===== src/rtl/program_loader_pkg.sv =====
// ---------------------------------------------------------------------------
// program_loader_pkg
// Shared definitions for the program loader: FSM state encodings, the frame
// selector byte values and small byte-arithmetic helpers used by both the
// loader FSM and its checksum accumulator.
// ---------------------------------------------------------------------------
package program_loader_pkg;

    typedef enum logic [3:0] {
        S_SEL  = 4'd0,
        S_AH   = 4'd1,
        S_AL   = 4'd2,
        S_LH   = 4'd3,
        S_LL   = 4'd4,
        S_PAY  = 4'd5,
        S_CHK  = 4'd6,
        S_DONE = 4'd7,
        S_ERR  = 4'd8
    } state_t;

    localparam logic [7:0] SEL_INST = 8'h49;
    localparam logic [7:0] SEL_DATA = 8'h44;
    localparam logic [7:0] SEL_END  = 8'h00;

    // 8-bit wrap-around add used for the payload checksum.
    function automatic logic [7:0] sum8(input logic [7:0] a, input logic [7:0] b);
        return a + b;
    endfunction

    // 8-bit increment that sticks at 255 instead of wrapping.
    function automatic logic [7:0] sat_inc8(input logic [7:0] v);
        logic [7:0] r;
        if (v == 8'hFF) begin
            r = v;
        end else begin
            r = v + 8'h01;
        end
        return r;
    endfunction

endpackage


===== src/rtl/program_loader_checksum.sv =====
// ---------------------------------------------------------------------------
// program_loader_checksum
// 8-bit running-sum accumulator for frame payloads.
// Ports:
//   CLK, CLR   clock and synchronous active-high reset
//   clear      zero the sum (start of a new frame)
//   add_en     add add_byte into the sum this cycle
//   add_byte   payload byte to accumulate
//   cmp_byte   byte to compare against the current sum
//   sum        current accumulated sum (registered)
//   match      1 when cmp_byte equals the current sum
// ---------------------------------------------------------------------------
module program_loader_checksum
    import program_loader_pkg::*;
(
    input  logic       CLK,
    input  logic       CLR,
    input  logic       clear,
    input  logic       add_en,
    input  logic [7:0] add_byte,
    input  logic [7:0] cmp_byte,
    output logic [7:0] sum,
    output logic       match
);

    logic [7:0] sum_r;

    // Running sum register: reset/clear to zero, otherwise accumulate on add_en.
    always_ff @(posedge CLK) begin
        if (CLR) begin
            sum_r <= 8'h00;
        end else if (clear) begin
            sum_r <= 8'h00;
        end else if (add_en) begin
            sum_r <= sum8(sum_r, add_byte);
        end else begin
            sum_r <= sum_r;
        end
    end

    assign sum   = sum_r;
    assign match = (sum_r == cmp_byte);

endmodule


===== src/rtl/program_loader.sv =====
// ---------------------------------------------------------------------------
// program_loader
// Framed byte-stream writer that fills instruction and data RAM before the
// pipeline runs. Frames: SEL, ADDR_HI, ADDR_LO, LEN_HI, LEN_LO, payload, CHK.
// SEL 0x49 targets instruction RAM, 0x44 data RAM, 0x00 ends the load.
// Ports:
//   CLK, CLR            clock and synchronous active-high reset
//   in_valid/in_data    input byte stream, accepted when in_ready is high
//   in_ready            loader can take a byte this cycle
//   mem_addr/mem_data   shared RAM write port (registered)
//   inst_we/data_we     one-cycle write strobes for instruction/data RAM
//   cpu_hold            keep the pipeline cleared until loading completes
//   load_done           terminator frame accepted (sticky until CLR)
//   load_error          bad selector or checksum (sticky until CLR)
//   frame_cnt           good frames seen, saturating at 255
// ---------------------------------------------------------------------------
module program_loader
    import program_loader_pkg::*;
#(
    parameter int ADDR_W = 8,
    parameter int LEN_W  = 16
) (
    input  logic              CLK,
    input  logic              CLR,
    input  logic              in_valid,
    input  logic [7:0]        in_data,
    output logic              in_ready,
    output logic [ADDR_W-1:0] mem_addr,
    output logic [7:0]        mem_data,
    output logic              inst_we,
    output logic              data_we,
    output logic              cpu_hold,
    output logic              load_done,
    output logic              load_error,
    output logic [7:0]        frame_cnt
);

    localparam logic [ADDR_W-1:0] ADDR_ZERO = {ADDR_W{1'b0}};
    localparam logic [ADDR_W-1:0] ADDR_ONE  = {{(ADDR_W-1){1'b0}}, 1'b1};
    localparam logic [LEN_W-1:0]  LEN_ZERO  = {LEN_W{1'b0}};
    localparam logic [LEN_W-1:0]  LEN_ONE   = {{(LEN_W-1){1'b0}}, 1'b1};

    state_t            state_r;
    state_t            next_state_s;

    logic              target_inst_r;
    logic [7:0]        addr_hi_r;
    logic [ADDR_W-1:0] addr_r;
    logic [7:0]        len_hi_r;
    logic [LEN_W-1:0]  len_r;
    logic [7:0]        frame_cnt_r;

    logic [ADDR_W-1:0] mem_addr_r;
    logic [7:0]        mem_data_r;
    logic              inst_we_r;
    logic              data_we_r;
    logic              in_ready_r;
    logic              cpu_hold_r;
    logic              load_done_r;
    logic              load_error_r;

    logic              accept_s;
    logic              cs_clear_s;
    logic              cs_add_s;
    logic              cs_match_s;
    logic [7:0]        cs_sum_s;
    logic              len_zero_s;

    assign accept_s   = in_valid & in_ready_r;
    // Length as it will be once LEN_LO is taken; decides PAY vs CHK.
    assign len_zero_s = ({len_hi_r, in_data} == 16'h0000);

    program_loader_checksum u_checksum (
        .CLK      (CLK),
        .CLR      (CLR),
        .clear    (cs_clear_s),
        .add_en   (cs_add_s),
        .add_byte (in_data),
        .cmp_byte (in_data),
        .sum      (cs_sum_s),
        .match    (cs_match_s)
    );

    // Next-state decode and checksum control; every transition needs an accepted byte.
    always_comb begin
        next_state_s = state_r;
        cs_clear_s   = 1'b0;
        cs_add_s     = 1'b0;
        case (state_r)
            S_SEL: begin
                if (accept_s) begin
                    cs_clear_s = 1'b1;
                    if ((in_data == SEL_INST) || (in_data == SEL_DATA)) begin
                        next_state_s = S_AH;
                    end else if (in_data == SEL_END) begin
                        next_state_s = S_DONE;
                    end else begin
                        next_state_s = S_ERR;
                    end
                end else begin
                    next_state_s = S_SEL;
                end
            end
            S_AH: begin
                if (accept_s) begin
                    next_state_s = S_AL;
                end else begin
                    next_state_s = S_AH;
                end
            end
            S_AL: begin
                if (accept_s) begin
                    next_state_s = S_LH;
                end else begin
                    next_state_s = S_AL;
                end
            end
            S_LH: begin
                if (accept_s) begin
                    next_state_s = S_LL;
                end else begin
                    next_state_s = S_LH;
                end
            end
            S_LL: begin
                if (accept_s) begin
                    if (len_zero_s) begin
                        next_state_s = S_CHK;
                    end else begin
                        next_state_s = S_PAY;
                    end
                end else begin
                    next_state_s = S_LL;
                end
            end
            S_PAY: begin
                if (accept_s) begin
                    cs_add_s = 1'b1;
                    if (len_r == LEN_ONE) begin
                        next_state_s = S_CHK;
                    end else begin
                        next_state_s = S_PAY;
                    end
                end else begin
                    next_state_s = S_PAY;
                end
            end
            S_CHK: begin
                if (accept_s) begin
                    if (cs_match_s) begin
                        next_state_s = S_SEL;
                    end else begin
                        next_state_s = S_ERR;
                    end
                end else begin
                    next_state_s = S_CHK;
                end
            end
            S_DONE: begin
                next_state_s = S_DONE;
            end
            S_ERR: begin
                next_state_s = S_ERR;
            end
            default: begin
                next_state_s = S_ERR;
            end
        endcase
    end

    // State register.
    always_ff @(posedge CLK) begin
        if (CLR) begin
            state_r <= S_SEL;
        end else begin
            state_r <= next_state_s;
        end
    end

    // Frame header capture, length countdown and good-frame counter.
    always_ff @(posedge CLK) begin
        if (CLR) begin
            target_inst_r <= 1'b0;
            addr_hi_r     <= 8'h00;
            addr_r        <= ADDR_ZERO;
            len_hi_r      <= 8'h00;
            len_r         <= LEN_ZERO;
            frame_cnt_r   <= 8'h00;
        end else if (accept_s) begin
            case (state_r)
                S_SEL: target_inst_r <= (in_data == SEL_INST);
                S_AH:  addr_hi_r     <= in_data;
                // Frame address is 16 bits; only the low ADDR_W bits address RAM.
                S_AL:  addr_r        <= ADDR_W'({addr_hi_r, in_data});
                S_LH:  len_hi_r      <= in_data;
                S_LL:  len_r         <= LEN_W'({len_hi_r, in_data});
                S_PAY: begin
                    addr_r <= addr_r + ADDR_ONE;
                    len_r  <= len_r - LEN_ONE;
                end
                S_CHK: begin
                    if (cs_match_s) begin
                        frame_cnt_r <= sat_inc8(frame_cnt_r);
                    end else begin
                        frame_cnt_r <= frame_cnt_r;
                    end
                end
                default: begin
                    addr_r <= addr_r;
                end
            endcase
        end else begin
            len_r <= len_r;
        end
    end

    // Write port: a payload byte accepted now is presented, with its strobe, next cycle.
    always_ff @(posedge CLK) begin
        if (CLR) begin
            mem_addr_r <= ADDR_ZERO;
            mem_data_r <= 8'h00;
            inst_we_r  <= 1'b0;
            data_we_r  <= 1'b0;
        end else if (accept_s && (state_r == S_PAY)) begin
            mem_addr_r <= addr_r;
            mem_data_r <= in_data;
            inst_we_r  <= target_inst_r;
            data_we_r  <= ~target_inst_r;
        end else begin
            inst_we_r  <= 1'b0;
            data_we_r  <= 1'b0;
        end
    end

    // Status flags registered from the upcoming state so they line up with it.
    always_ff @(posedge CLK) begin
        if (CLR) begin
            in_ready_r   <= 1'b1;
            cpu_hold_r   <= 1'b1;
            load_done_r  <= 1'b0;
            load_error_r <= 1'b0;
        end else begin
            in_ready_r   <= (next_state_s != S_DONE) && (next_state_s != S_ERR);
            cpu_hold_r   <= (next_state_s != S_DONE);
            load_done_r  <= (next_state_s == S_DONE);
            load_error_r <= (next_state_s == S_ERR);
        end
    end

    assign in_ready   = in_ready_r;
    assign mem_addr   = mem_addr_r;
    assign mem_data   = mem_data_r;
    assign inst_we    = inst_we_r;
    assign data_we    = data_we_r;
    assign cpu_hold   = cpu_hold_r;
    assign load_done  = load_done_r;
    assign load_error = load_error_r;
    assign frame_cnt  = frame_cnt_r;

endmodule

===== config.mk =====
export PLATFORM = sky130hd
export DESIGN_NAME = program_loader
export DESIGN_NICKNAME = d
export VERILOG_FILES = /design/src/rtl/program_loader_pkg.sv /design/src/rtl/program_loader_checksum.sv /design/src/rtl/program_loader.sv
export SDC_FILE = /design/constraint.sdc
export NUM_CORES = 1
export LEC_CHECK = 0
export ABC_CLOCK_PERIOD_IN_PS = 4300
export CELL_PAD_IN_SITES_DETAIL_PLACEMENT = 1
export CELL_PAD_IN_SITES_GLOBAL_PLACEMENT = 1
export CORE_MARGIN = 1.5
export CORE_UTILIZATION = 35
export CTS_CLUSTER_DIAMETER = 40
export CTS_CLUSTER_SIZE = 14
export DETAILED_ROUTE_END_ITERATION = 8
export PLACE_DENSITY_LB_ADDON = 0.1
export REMOVE_ABC_BUFFERS = 1
export SETUP_SLACK_MARGIN = 0.1
export SKIP_CTS_REPAIR_TIMING = 1
export SYNTH_ARGS = -nofsm -noshare
export SYNTH_HDL_FRONTEND = slang
export SYNTH_SLANG_ARGS = --single-unit

===== constraint.sdc =====
create_clock -name CLK -period 4.3 [get_ports CLK]
set_input_delay 0.645 -clock CLK [delete_from_list [all_inputs] [get_ports CLK]]
set_output_delay 0.645 -clock CLK [all_outputs]
set_load 0.02 [all_outputs]

==> run metrics, run 1 <==
FFs w/ async S/R, synth=0; initial drt markers=116; Worst Path Max Fanout=8; worst setup margin=1.59 ns; sequential area share after synthesis=0.389; Crit Path Class=input port to flop; clock root buffer=clkbuf_8; accumulated negative setup slack=0 ns; Clock Latency Late Sink=0.37 ns; Post-synth EDFFs=0; CP cell instances=clkdlybuf4s50_1, ha_1, nor4_1, and3_1, o211a_4, nand2_1, or3_1, a21oi_1; Pleak=0.00167 uW; Period minus WS final=2.71 ns; final hold violations=0; n_diodes=0; ranking of synthesized cells by area=dfxtp_1 (39%), nand2_1 (7.6%), a21oi_1 (6.2%), nor2_1 (4.2%), ha_1 (3.6%); clock skew=0.0108 ns; Worst EP required=4.60 ns; Slowest-stage cell, CP=clkdlybuf4s50_1; Primary FF master, synth=dfxtp_1; HP Class=flop to flop; DP HPWL=7580 um; post-synth top area share=0.389; Tot GR Track Use=0.202; synthesized area per cell=8.13 um2; Final Power=1420 uW; flops & latches, synth=75; Max Slew Vio Count=0; Initial Util=0.358; Std-Cell Rows=38; Die Wd=108 um; CORE AREA=0.0108 mm2; Max stage delay on crit path=0.59 ns; RSZ-0062 raised after global routing=no; dpl ws=1.17 ns; maxcap violations=0; Remaining Overflow, GRT=0; layout cells sized above 1=0.0768; # DRC=0; Worst VDD drop=0.163 mV; die area=0.0117 mm2; vias in the first global route=3534; area leader, netlist=dfxtp_1; Final #Nets=526; worst slew pin tran=0.857 ns; Final GP Congestion=0.773; post-route ant nets=0; Avg WL per Cell=16.8 um; power density over the cells=311 mW/mm2; Syn. warnings=0; startpoint types=input port; wirelength, routed=10900 um; synthesized cell area=0.00386 mm2; final setup vio count=0; first-pass GRT wire length=18200 um; 1st-pass router iterations=4; Max Root-Sink Buffers=2; Worst setup EP type=flop; height of the die=108 um; FMAX=369 MHz; fin crit share=0.631; Distinct cells, synth=61; Max-slew headroom=0.429; IO Count=41; initial antenna violation count=0; clock-pin slew on the worst setup and hold paths=0.08 ns; Post-Syn Instances=475; vias per cell=5.37; CTS tree=built; largest net degree at the start of global routing=43; port buffer count=40; Area Growth Syn to Fin=18.1%; clk sinks=75; H-tree depth=3; vias=3481; status=finished clean; CP arrival=3.01 ns; CTS buffer count=9
sequential cells by signal, indices dropped and copies added, names as in the netlist, 4 cells and up:
signal          cells
len_hi_r            8
frame_cnt           8
mem_data            8
u_checksum.sum      8
addr_r              8
state_r             4
len_r              16
mem_addr            8
metal layers:
metal	global-route usage	wire, um	up-vias
met5	0	0	-
met4	0.0818	170	0
met3	0.0307	277	11
met2	0.328	5130	37
met1	0.269	5330	1703
li1	-	-	1730
placed cells by master, fill, tap and decap left out, drive strengths merged, types with 3 or more instances in the layout:
cell type	n
a211oi	5
a21o	3
a21oi	48
a22oi	6
a31oi	5
and3	10
and3b	3
buf	6
clkbuf	11
clkdlybuf4s50	39
clkinv	3
dfxtp	75
ha	11
inv	10
mux2i	9
nand2	80
nand2b	7
nand3	11
nand3b	8
nand4	7
nor2	45
nor2b	8
nor3	12
nor4	8
o21ai	19
o221ai	3
o22ai	3
o31ai	5
or3	3
xnor2	8
xor2	7
Yosys cell counts, types with 3 or more instances:
cell type	number
a211oi_1	4
a21o_1	3
a21oi_1	48
a22oi_1	6
a31oi_1	5
and3_1	10
and3b_1	3
buf_2	8
clkbuf_1	16
dfxtp_1	75
ha_1	11
inv_1	10
mux2i_1	9
nand2_1	78
nand2b_1	7
nand3_1	11
nand3b_1	8
nand4_1	7
nor2_1	43
nor2b_1	8
nor3_1	10
nor4_1	6
o21ai_0	18
o221ai_1	3
o22ai_1	3
o31ai_1	5
or3_1	3
xnor2_1	8
xor2_1	7
power breakdown:
| group | total (uW) | switching (uW) | internal, uW |
|---|---|---|---|
| logic | 77.6 | 50.3 | 27.2 |
| clock network | 634 | 279 | 356 |
| registers | 703 | 6.09 | 697 |
final cells by class:
cell class	instances	area [um2]
clock inverter	5	75.1
sequential	75	1500
tap	140	175
inverter	10	37.5
multi-input combinational	362	2180
timing repair buffer	45	433
clock buffer	11	151
fill	1280	6240
per-stage QoR:
stage / util / hold WS, ns / instance area, um2 / cells
after CTS: 0.422 / 0.461 / 4560 / 648
final: 0.422 / 0.458 / 4560 / 648
after detailed placement: 0.401 / 0.450 / 4330 / 632
after global placement: 0.401 / 0.443 / 4330 / 632
after global routing: 0.422 / 0.476 / 4560 / 648
after floorplan: - / 0.417 / 3720 / 447
worst max-delay path: cells and delay by family:
kind,cells,cell delay [ns]
and+or+nand+nor,4,0.96
adders and majority gates,1,0.44
AOI/OAI and AO/OA,2,0.37
buffers and inverters,1,0.59
cells by family after synthesis:
group	Yosys count	synth area share
AO/OA/AOI/OAI	110	0.180
XOR/XNOR	15	0.0340
adder cells (fa/ha/maj)	12	0.0408
buffers and inverters	38	0.0454
flip-flops	75	0.389
multiplexers	9	0.0233
AND/OR/NAND/NOR	216	0.287
path summary, 6_finish.rpt:
path                                  from                              to  slack [ns]  depth (start not counted)
setup / recovery                in_data[3]       frame_cnt[4]$_SDFFE_PP0P_        1.59                          8
hold / removal    mem_addr[6]$_SDFFE_PP0P_        mem_addr[6]$_SDFFE_PP0P_        0.46                          2
setup reg to reg     state_r[2]$_SDFF_PP0_  u_checksum.sum[7]$_SDFFE_PP0P_        1.96                          6
hold reg to reg   mem_addr[6]$_SDFFE_PP0P_        mem_addr[6]$_SDFFE_PP0P_        0.46                          2
Power figures use the tool's default switching activity.
==> run 2, diff against run 1 <==
--- a/config.mk
+++ b/config.mk
@@ -5,7 +5,7 @@
 export SDC_FILE = /design/constraint.sdc
 export NUM_CORES = 1
 export LEC_CHECK = 0
-export ABC_CLOCK_PERIOD_IN_PS = 4300
+export ABC_CLOCK_PERIOD_IN_PS = 2820
 export CELL_PAD_IN_SITES_DETAIL_PLACEMENT = 1
 export CELL_PAD_IN_SITES_GLOBAL_PLACEMENT = 1
 export CORE_MARGIN = 1.5
==> constraint.sdc (replaced) <==
create_clock -name CLK -period 2.82 [get_ports CLK]
set_input_delay 0.423 -clock CLK [delete_from_list [all_inputs] [get_ports CLK]]
set_output_delay 0.423 -clock CLK [all_outputs]
set_load 0.02 [all_outputs]
==> run 2 against run 1 <==
Net effect:
- design area grew 2.4%
- sequential power grew 52%
- non-clock buffer count grew 13
- via count grew 2.1%
- core utilization grew 1.0 points
- largest cell class unchanged
==> run metrics, run 2 (synthesis gave the netlist of run 1 again) <==
Finished Cell Area=0.00467 mm2 (+2.4%); final hold slack=0.397 ns (-0.0613 ns); startpoint types=input port; HP Class=input port to flop; power density over the cells=464 mW/mm2 (+50%); IO Count=41 (unchanged); Post-DP Area=0.00444 mm2 (+2.5%); CP arrival=2.58 ns (-0.43 ns); max reg flops=16 (unchanged); initial antenna violation count=0 (unchanged); Area Growth Syn to Fin=20.9%; fin crit share=0.807; Worst Path Max Fanout=7 (-1); Std-Cell Rows=38 (unchanged); Worst setup EP type=flop; layout cells sized above 1=0.0998 (+0.0230); dpl ws=0.126 ns (-1.04 ns); Final #Nets=539 (+2.5%); # DRC=0 (unchanged); worst setup margin=0.543 ns (-1.04 ns); Worst EP required=3.13 ns (-1.47 ns); Remaining Overflow, GRT=0 (unchanged); clock skew=0.00992 ns (-0.000854 ns); port buffer count=40 (unchanged); worst reg2reg path depth=5 (-1); Final Core Density=0.432 (+0.0102); DP HPWL=7840 um (+3.4%); Max Root-Sink Buffers=2 (unchanged); accumulated negative setup slack=0 ns (unchanged); Tot GR Track Use=0.204 (+0.00201); vias in the first global route=3702 (+4.8%); CP cell instances=clkdlybuf4s50_1, ha_1, nor4_1, and3_1, o211a_4, nand2_1, or3_1, a21oi_1; Slowest-stage cell, CP=clkdlybuf4s50_1; Avg WL per Cell=16.7 um (-0.50%); multi-input logic area=0.00218 mm2 (unchanged); initial drt markers=102 (-12%); worst slew pin tran=0.534 ns (-0.322 ns); vias=3555 (+2.1%); Worst VDD drop=0.222 mV (+37%); height of the die=108 um (unchanged); Period minus WS final=2.28 ns; Largest Register=len_r; Initial Util=0.358 (unchanged); vias per cell=5.38 (+0.12%); post-route ant nets=0 (unchanged); status=finished clean; flip-flop and latch area=0.00150 mm2 (unchanged); CTS buffer count=9 (unchanged); clk sinks=75 (unchanged); Clock Latency Late Sink=0.37 ns (about the same); first-pass GRT wire length=18500 um (+1.5%); origin of the critical flop-to-flop path=state_r[1]$_SDFF_PP0_; Max-slew headroom=0.643 (+0.214); die area=0.0117 mm2 (unchanged); Crit Path Class=input port to flop; clock-pin slew on the worst setup and hold paths=0.08 ns (about the same); CORE AREA=0.0108 mm2 (unchanged); Max stage delay on crit path=0.44 ns (-0.15 ns); total of fill cells in the finished design=1266 (-1.1%); n_diodes=0 (unchanged); worst hold start=CLR; wirelength, routed=11100 um (+1.5%); clock root buffer=clkbuf_8; largest net degree at the start of global routing=44 (+2.3%); H-tree depth=3 (unchanged); RSZ-0062 raised after global routing=no; Max Slew Vio Count=0 (unchanged); Pleak=0.00173 uW (+4.1%); commonest non-fill, non-tap cell in the layout=nand2_1; Critical Path Source=in_data[3]; commonest non-fill, non-tap cells in the layout=nand2_1 (78), dfxtp_1 (75), a21oi_1 (48); final setup vio count=0 (unchanged); 1st-pass router iterations=5 (+1); final hold violations=0 (unchanged); Die Wd=108 um (unchanged); maxcap violations=0 (unchanged); Final GP Congestion=0.782 (+1.2%); FMAX=439 MHz; WHS Path Cells=2 (unchanged); CTS tree=built
==> run 2: cell types whose count changed in the layout (fill, tap and decap cells not counted) <==
cell    before  now
buf_4        5   17
buf_12       0    1
==> run 2: power breakdown <==
part | total, uW | internal (uW) | switching, uW | leakage (uW)
Clock | 963 | 542 | 421 | 0.000119
Combinational | 131 | 51.4 | 79.9 | 0.00101
Sequential | 1070 | 1060 | 9.53 | 0.000605
Total | 2170 | 1660 | 511 | 0.00173
==> run 2: layout make-up <==
| class | count | share of cell area |
|---|---|---|
| timing repair buffer | 58 | 0.116 |
| tap | 140 | 0.0375 |
| multi-input combinational | 362 | 0.468 |
| inverter | 10 | 0.00804 |
| clock inverter | 5 | 0.0161 |
| clock buffer | 11 | 0.0324 |
| sequential | 75 | 0.322 |
==> run 2: layer usage <==
metal  global-route usage  share of wire  wire [um]  vias up
met5                    0              0          0        -
met2                0.333           0.47       5200       48
met4               0.0930          0.019        213        0
li1                     -              -          -     1753
met3               0.0332          0.026        293       19
met1                0.265           0.48       5360     1735
==> run 2: worst max-delay path: cells and delay by family <==
family | cells | cell delay, ns
compound gates | 2 | 0.37
fa+ha+maj | 1 | 0.38
buf+inv | 1 | 0.44
simple gates | 4 | 0.97
==> run 2: through the flow <==
stage / power (uW) / cells
2_1_floorplan: 1150 / 447
5_1_grt: 2250 / 661
3_3_place_gp: 1230 / 645
4_1_cts: 2200 / 661
6_report: 2170 / 661
3_5_place_dp: 1230 / 645
==> run 2: worst paths after layout <==
kind,endpoint,slack (ns)
min,frame_cnt[2]$_SDFFE_PP0P_,0.40
min reg2reg,mem_addr[6]$_SDFFE_PP0P_,0.46
max reg2reg,addr_r[1]$_SDFFE_PP0P_,0.71
max,frame_cnt[4]$_SDFFE_PP0P_,0.54
